[src/rtl/sram_arb_pkg.sv]
// ----------------------------------------------------------------------------
// sram_arb_pkg
//   Shared types and constants for the two-master SRAM arbiter.
//   - arb_state_e : arbiter FSM states (idle, waiting for ACK, bubble)
//   - arb_mst_e   : master identifier (M0 = instruction fetch, M1 = LSU)
//   - SRAM_WR_LAT / SRAM_RD_LAT : controller latency from issue to ACK
//   - access_lat() : latency of an access given its write flag
// ----------------------------------------------------------------------------
package sram_arb_pkg;

    typedef enum logic [1:0] {
        ARB_IDLE = 2'd0,
        ARB_WAIT = 2'd1,
        ARB_DONE = 2'd2
    } arb_state_e;

    typedef enum logic {
        MST_M0 = 1'b0,
        MST_M1 = 1'b1
    } arb_mst_e;

    localparam int SRAM_WR_LAT = 2;
    localparam int SRAM_RD_LAT = 3;

    function automatic int access_lat(input logic wren);
        return wren ? SRAM_WR_LAT : SRAM_RD_LAT;
    endfunction

endpackage

[src/rtl/sram_arb_pick.sv]
// ----------------------------------------------------------------------------
// sram_arb_pick
//   Combinational winner select for the two-master SRAM arbiter.
//   Build option: SRAM_ARB_RR_EN
//     defined   : round-robin, a tie goes to the master that did not win last
//     undefined : fixed priority, M1 (LSU) wins every tie
//   Ports:
//     req     in  2  request vector {M1, M0}
//     rr_last in  1  last granted master (round-robin build only)
//     grant   out 1  selected master; meaningful only when req != 0
// ----------------------------------------------------------------------------
module sram_arb_pick
    import sram_arb_pkg::*;
(
    input  logic [1:0] req,
`ifdef SRAM_ARB_RR_EN
    input  arb_mst_e   rr_last,
`endif
    output arb_mst_e   grant
);

    always_comb begin
        grant = MST_M0;
        case (req)
            2'b01:   grant = MST_M0;
            2'b10:   grant = MST_M1;
            2'b11: begin
`ifdef SRAM_ARB_RR_EN
                grant = (rr_last == MST_M1) ? MST_M0 : MST_M1;
`else
                grant = MST_M1;
`endif
            end
            default: grant = MST_M0;
        endcase
    end

endmodule

[src/rtl/sram_arbiter_2m.sv]
// ----------------------------------------------------------------------------
// sram_arbiter_2m
//   Shares one ACK-terminated 32-bit SRAM controller between two masters
//   (M0 = instruction fetch, M1 = load/store unit). One access is in flight
//   at a time; the ACK and read data are routed back to the owning master.
//   Build option: SRAM_ARB_RR_EN (round-robin ties; fixed M1 priority when
//   undefined).
//   Ports:
//     i_clk, i_reset           clock (rising edge), async active-low reset
//     i_mX_req/wren/addr/wdata/bmask   master X request and its payload
//     o_mX_ack, o_mX_rdata     master X completion pulse and read data
//     o_ADDR/o_WDATA/o_BMASK   address, write data, byte enables to controller
//     o_WREN/o_RDEN            one-cycle write / read strobe to controller
//     i_RDATA, i_ACK           read data and completion from controller
// ----------------------------------------------------------------------------
module sram_arbiter_2m
    import sram_arb_pkg::*;
#(
    parameter int AW = 18,
    parameter int DW = 32
) (
    input  logic          i_clk,
    input  logic          i_reset,

    input  logic          i_m0_req,
    input  logic          i_m0_wren,
    input  logic [AW-1:0] i_m0_addr,
    input  logic [DW-1:0] i_m0_wdata,
    input  logic [3:0]    i_m0_bmask,
    output logic          o_m0_ack,
    output logic [DW-1:0] o_m0_rdata,

    input  logic          i_m1_req,
    input  logic          i_m1_wren,
    input  logic [AW-1:0] i_m1_addr,
    input  logic [DW-1:0] i_m1_wdata,
    input  logic [3:0]    i_m1_bmask,
    output logic          o_m1_ack,
    output logic [DW-1:0] o_m1_rdata,

    output logic [AW-1:0] o_ADDR,
    output logic [DW-1:0] o_WDATA,
    output logic [3:0]    o_BMASK,
    output logic          o_WREN,
    output logic          o_RDEN,
    input  logic [DW-1:0] i_RDATA,
    input  logic          i_ACK
);

    arb_state_e    state;
    arb_state_e    state_nxt;
    arb_mst_e      owner;
    arb_mst_e      winner;

    logic [AW-1:0] addr_q;
    logic [DW-1:0] wdata_q;
    logic [3:0]    bmask_q;

    logic          win_wren;
    logic [AW-1:0] win_addr;
    logic [DW-1:0] win_wdata;
    logic [3:0]    win_bmask;

    logic [1:0]    req;
    logic          issue;

    assign req = {i_m1_req, i_m0_req};

`ifdef SRAM_ARB_RR_EN
    arb_mst_e rr_last;

    sram_arb_pick u_pick (
        .req     (req),
        .rr_last (rr_last),
        .grant   (winner)
    );
`else
    sram_arb_pick u_pick (
        .req   (req),
        .grant (winner)
    );
`endif

    // An access is launched only from idle. Gating with the reset input keeps
    // the strobes and address lines quiet while reset is held, even though
    // the masters may already be requesting.
    assign issue = i_reset & (state == ARB_IDLE) & (|req);

    // Payload of the winning master.
    always_comb begin
        if (winner == MST_M1) begin
            win_wren  = i_m1_wren;
            win_addr  = i_m1_addr;
            win_wdata = i_m1_wdata;
            win_bmask = i_m1_bmask;
        end else begin
            win_wren  = i_m0_wren;
            win_addr  = i_m0_addr;
            win_wdata = i_m0_wdata;
            win_bmask = i_m0_bmask;
        end
    end

    // State, owner and the held payload. The payload is captured at issue so
    // the controller sees stable lines for the rest of the access.
    always_ff @(posedge i_clk or negedge i_reset) begin
        if (!i_reset) begin
            state   <= ARB_IDLE;
            owner   <= MST_M0;
            addr_q  <= '0;
            wdata_q <= '0;
            bmask_q <= '0;
        end else begin
            state <= state_nxt;
            if (issue) begin
                owner   <= winner;
                addr_q  <= win_addr;
                wdata_q <= win_wdata;
                bmask_q <= win_bmask;
            end
        end
    end

`ifdef SRAM_ARB_RR_EN
    // Last granted master; starts as M1 so the first tie goes to M0.
    always_ff @(posedge i_clk or negedge i_reset) begin
        if (!i_reset) begin
            rr_last <= MST_M1;
        end else if (issue) begin
            rr_last <= winner;
        end
    end
`endif

    // Next state and outputs. Strobes are only ever high in the issue cycle;
    // the controller re-arms in its ACK state, so keeping them low while
    // waiting prevents a second access. The DONE bubble gives the owner one
    // edge to drop its request before arbitration runs again.
    always_comb begin
        state_nxt  = state;
        o_WREN     = 1'b0;
        o_RDEN     = 1'b0;
        o_ADDR     = addr_q;
        o_WDATA    = wdata_q;
        o_BMASK    = bmask_q;
        o_m0_ack   = 1'b0;
        o_m1_ack   = 1'b0;
        o_m0_rdata = '0;
        o_m1_rdata = '0;

        case (state)
            ARB_IDLE: begin
                if (issue) begin
                    o_WREN    = win_wren;
                    o_RDEN    = ~win_wren;
                    o_ADDR    = win_addr;
                    o_WDATA   = win_wdata;
                    o_BMASK   = win_bmask;
                    state_nxt = ARB_WAIT;
                end
            end
            ARB_WAIT: begin
                if (i_ACK) begin
                    if (owner == MST_M1) begin
                        o_m1_ack   = 1'b1;
                        o_m1_rdata = i_RDATA;
                    end else begin
                        o_m0_ack   = 1'b1;
                        o_m0_rdata = i_RDATA;
                    end
                    state_nxt = ARB_DONE;
                end
            end
            ARB_DONE: begin
                state_nxt = ARB_IDLE;
            end
            default: begin
                state_nxt = ARB_IDLE;
            end
        endcase
    end

endmodule
[config.mk]
export PLATFORM = sky130hd
export DESIGN_NAME = sram_arbiter_2m
export DESIGN_NICKNAME = d
export VERILOG_FILES = /design/src/rtl/sram_arb_pkg.sv /design/src/rtl/sram_arb_pick.sv /design/src/rtl/sram_arbiter_2m.sv
export SDC_FILE = /design/constraint.sdc
export NUM_CORES = 1
export LEC_CHECK = 0
export ABC_CLOCK_PERIOD_IN_PS = 3400
export CORE_MARGIN = 2
export CORE_UTILIZATION = 39
export DETAILED_ROUTE_END_ITERATION = 10
export HOLD_SLACK_MARGIN = 0.05
export PLACE_DENSITY = 0.88
export SYNTH_ARGS = -nofsm -noshare
export SYNTH_HDL_FRONTEND = slang
export SYNTH_HIERARCHICAL = 1
export SYNTH_SLANG_ARGS = --single-unit
[constraint.sdc]
create_clock -name i_clk -period 3.4 [get_ports i_clk]
set_input_delay 0.68 -clock i_clk [delete_from_list [all_inputs] [get_ports i_clk]]
set_output_delay 0.68 -clock i_clk [all_outputs]
set_load 0.05 [all_outputs]
==> impl_metrics.json <==
{
  "num-fill-cells": 609,
  "p_seq_frac": 0.246,
  "cts_root_buffer": "clkbuf_8",
  "p_int_mw": 2.413,
  "groute.usage.overall": 0.2479,
  "synth.avg_cell_area_sq_um": 12.16,
  "grt_overflow": 0,
  "crit_arrival_ps": 2600,
  "die-area_sq_um": 10890,
  "synth_fa_ha_area_frac": 0,
  "postCtsSetupBuffers": 0,
  "wl_per_cell_um": 18.87,
  "layout-drive-gt1-share": 0.4872,
  "layout.cells.non_filler": 721,
  "dp_hpwl_mm": 10.76,
  "drv_slew": 0,
  "power.density_nw_per_um2": 598.8,
  "setup_tns_ps": 0,
  "cp.required_ps": 2720,
  "yosys_register_bits": 57,
  "portBuffers": 268,
  "switching_share": 0.4571,
  "fin_crit_ps": 3282,
  "area_growth_syn_to_layout_pct": 89.07,
  "synth_compound_area_frac": 0,
  "num_rows": 36,
  "htreeDepth": 3,
  "grt_pass1_vias": 3916,
  "fp.dieH_um": 104.3,
  "yosysUniqueCellTypes": 18,
  "power_frac_comb": 0.612,
  "synth_top_area_share": 0.3872,
  "hold_buffers": 0,
  "grt_pass1_wl_mm": 21.25,
  "coreArea_sq_um": 9774,
  "hp-class": "register to register",
  "ant_nets": 0,
  "grt_antenna_before_repair": 1,
  "peakVddDrop_v": 0.0004447,
  "ys_seq_area_frac": 0.3633,
  "worst_slew_pin_slew_ps": 867.1,
  "setup_viol": 0,
  "critPathKind": "input port to output pin",
  "drtPass1Iterations": 4,
  "multi_input_area_sq_um": 2322,
  "drt-initial-drc-count": 110,
  "yosys-mux-area-fraction": 0.4700,
  "critPathCaptureType": "output pin",
  "cts_sinks": 57,
  "cap_violations": 0,
  "period_share": 0.9654,
  "routed_wl_mm": 13.61,
  "cp_max_fo": 65,
  "skew_ps": 4.628,
  "synth_top_area_cell": "mux2_2",
  "synth_top_family_by_area": "multiplexers",
  "viasPerCell": 4.950,
  "rsz0062_at_grt": "no",
  "num_vias": 3569,
  "hold_violations": 0,
  "place.gp.congestion": 0.9687,
  "fin_nets": 729,
  "synth_area_sq_um": 3926,
  "ys_top_cells_by_area": "mux2_2 39%, dfrtp_1 36%, mux2_1 8.0%",
  "slew_headroom": 0.4219,
  "die_w_um": 104.3,
  "syn_nets": 470,
  "status": "complete, no violations",
  "cts_tree": "done",
  "ioPinCount": 269,
  "critPathLaunchType": "input port",
  "synthXorXnorAreaFrac": 0,
  "grt_max_degree": 66,
  "clk-insertion-delay-late_ps": 330,
  "drc_errors": 0,
  "cts-buffers-inserted": 9,
  "ys_warn_count": 6,
  "netlist_instances": 323,
  "initial_core_util": 0.4017,
  "post_cts_resized": 0,
  "clkTransAtPathRegs_ps": 70,
  "clkPwrFrac": 0.142,
  "clockBufferDepth": 2,
  "synthSimpleGateAreaFrac": 0.1214,
  "power.switching_mw": 2.032,
  "power_leakage_nw": 3.165,
  "dp.cells": 704,
  "regArea_sq_um": 1426,
  "fmax_ghz": 0.3046
}
==> routing by layer <==
metal	wire, um	part of all wire	track usage
met4	458	0.034	0.08205
met3	841	0.062	0.07268
met1	5281	0.39	0.2799
met2	7023	0.52	0.4449
met5	0	0	0
==> placed cells by master (no fill, tap or decap), drive strengths merged <==
master / count
and2: 34
and2b: 1
and3: 32
and3b: 1
buf: 133
bufinv: 1
clkbuf: 10
clkdlybuf4s50: 144
clkinv: 4
clkinvlp: 1
dfrtp: 57
diode: 1
mux2: 163
mux2i: 1
nor2: 1
nor2b: 1
nor3b: 1
nor4b: 1
or2: 1
==> flip-flops by register name, indices dropped and copies added (netlist names) <==
register,flops
wdata_q,32
addr_q,18
bmask_q,4
state,2
owner,1
==> cells by family (layout without fill, tap and decap cells) <==
group         Yosys count  in the layout
buf+inv                29            293
flops                  57             57
mux                   164            164
other cells             0              1
simple gates           73             73
==> power groups by stage <==
stage / combinational [mW] / clock (mW) / sequential [mW]
finish: 2.72 / 0.630 / 1.10
global placement: 2.66 / 0 / 1.09
floorplan: 1.84 / 0 / 1.02
detailed placement: 2.72 / 0 / 1.10
CTS: 2.74 / 0.646 / 1.10
global route: 2.82 / 0.678 / 1.13
==> worst max-delay path, cell delays in order <==
cell and delay, ps:
clkdlybuf4s50_1 490, nor2_1 70, nor4b_4 370, buf_12 360, mux2_1 400, buf_4 200
==> final timing paths <==
check	from	endpoint	slack, ps	depth (start not counted)
max in group asynchronous	i_reset	addr_q[15]	2390	2
max reg2reg	state[0]	addr_q[10]	1440	4
max	i_m0_req	o_ADDR[6]	120	6
min	wdata_q[6]	wdata_q[6]	490	1
min reg2reg	wdata_q[6]	wdata_q[6]	490	1
min in group asynchronous	i_reset	owner	530	2
==> cell usage after synthesis, drive strengths merged <==
cell	instances
and2b	1
dfrtp	57
clkbuf	11
buf	18
and2	34
nor2b	1
and3b	1
nor4b	1
nor3b	1
or2	1
mux2	163
and3	32
nor2	1
mux2i	1
==> metrics by stage <==
step                      cell area [sq um]  hold WS [ps]  utilization  worst slack (ps)  power [mW]
after global placement                 7226         465.2       0.7392             216.4       3.755
after CTS                              7421         490.3       0.7592             115.0       4.478
after floorplan                        3926         384.4            -             624.2       2.860
after detailed placement               7226         474.8       0.7392             127.3       3.825
after global routing                   7423         502.8       0.7595             64.42       4.629
final                                  7423         486.3       0.7595             117.5       4.445
==> layout make-up <==
| class | count | share of cell area |
|---|---|---|
| diodes | 1 | 0.0003371 |
| clock buffers | 10 | 0.01854 |
| clock inverters | 6 | 0.007753 |
| multi-input cells | 237 | 0.3128 |
| flip-flops and latches | 57 | 0.1921 |
| well taps | 133 | 0.02242 |
| repair buffers | 277 | 0.4460 |
Power figures use the tool's default switching activity.
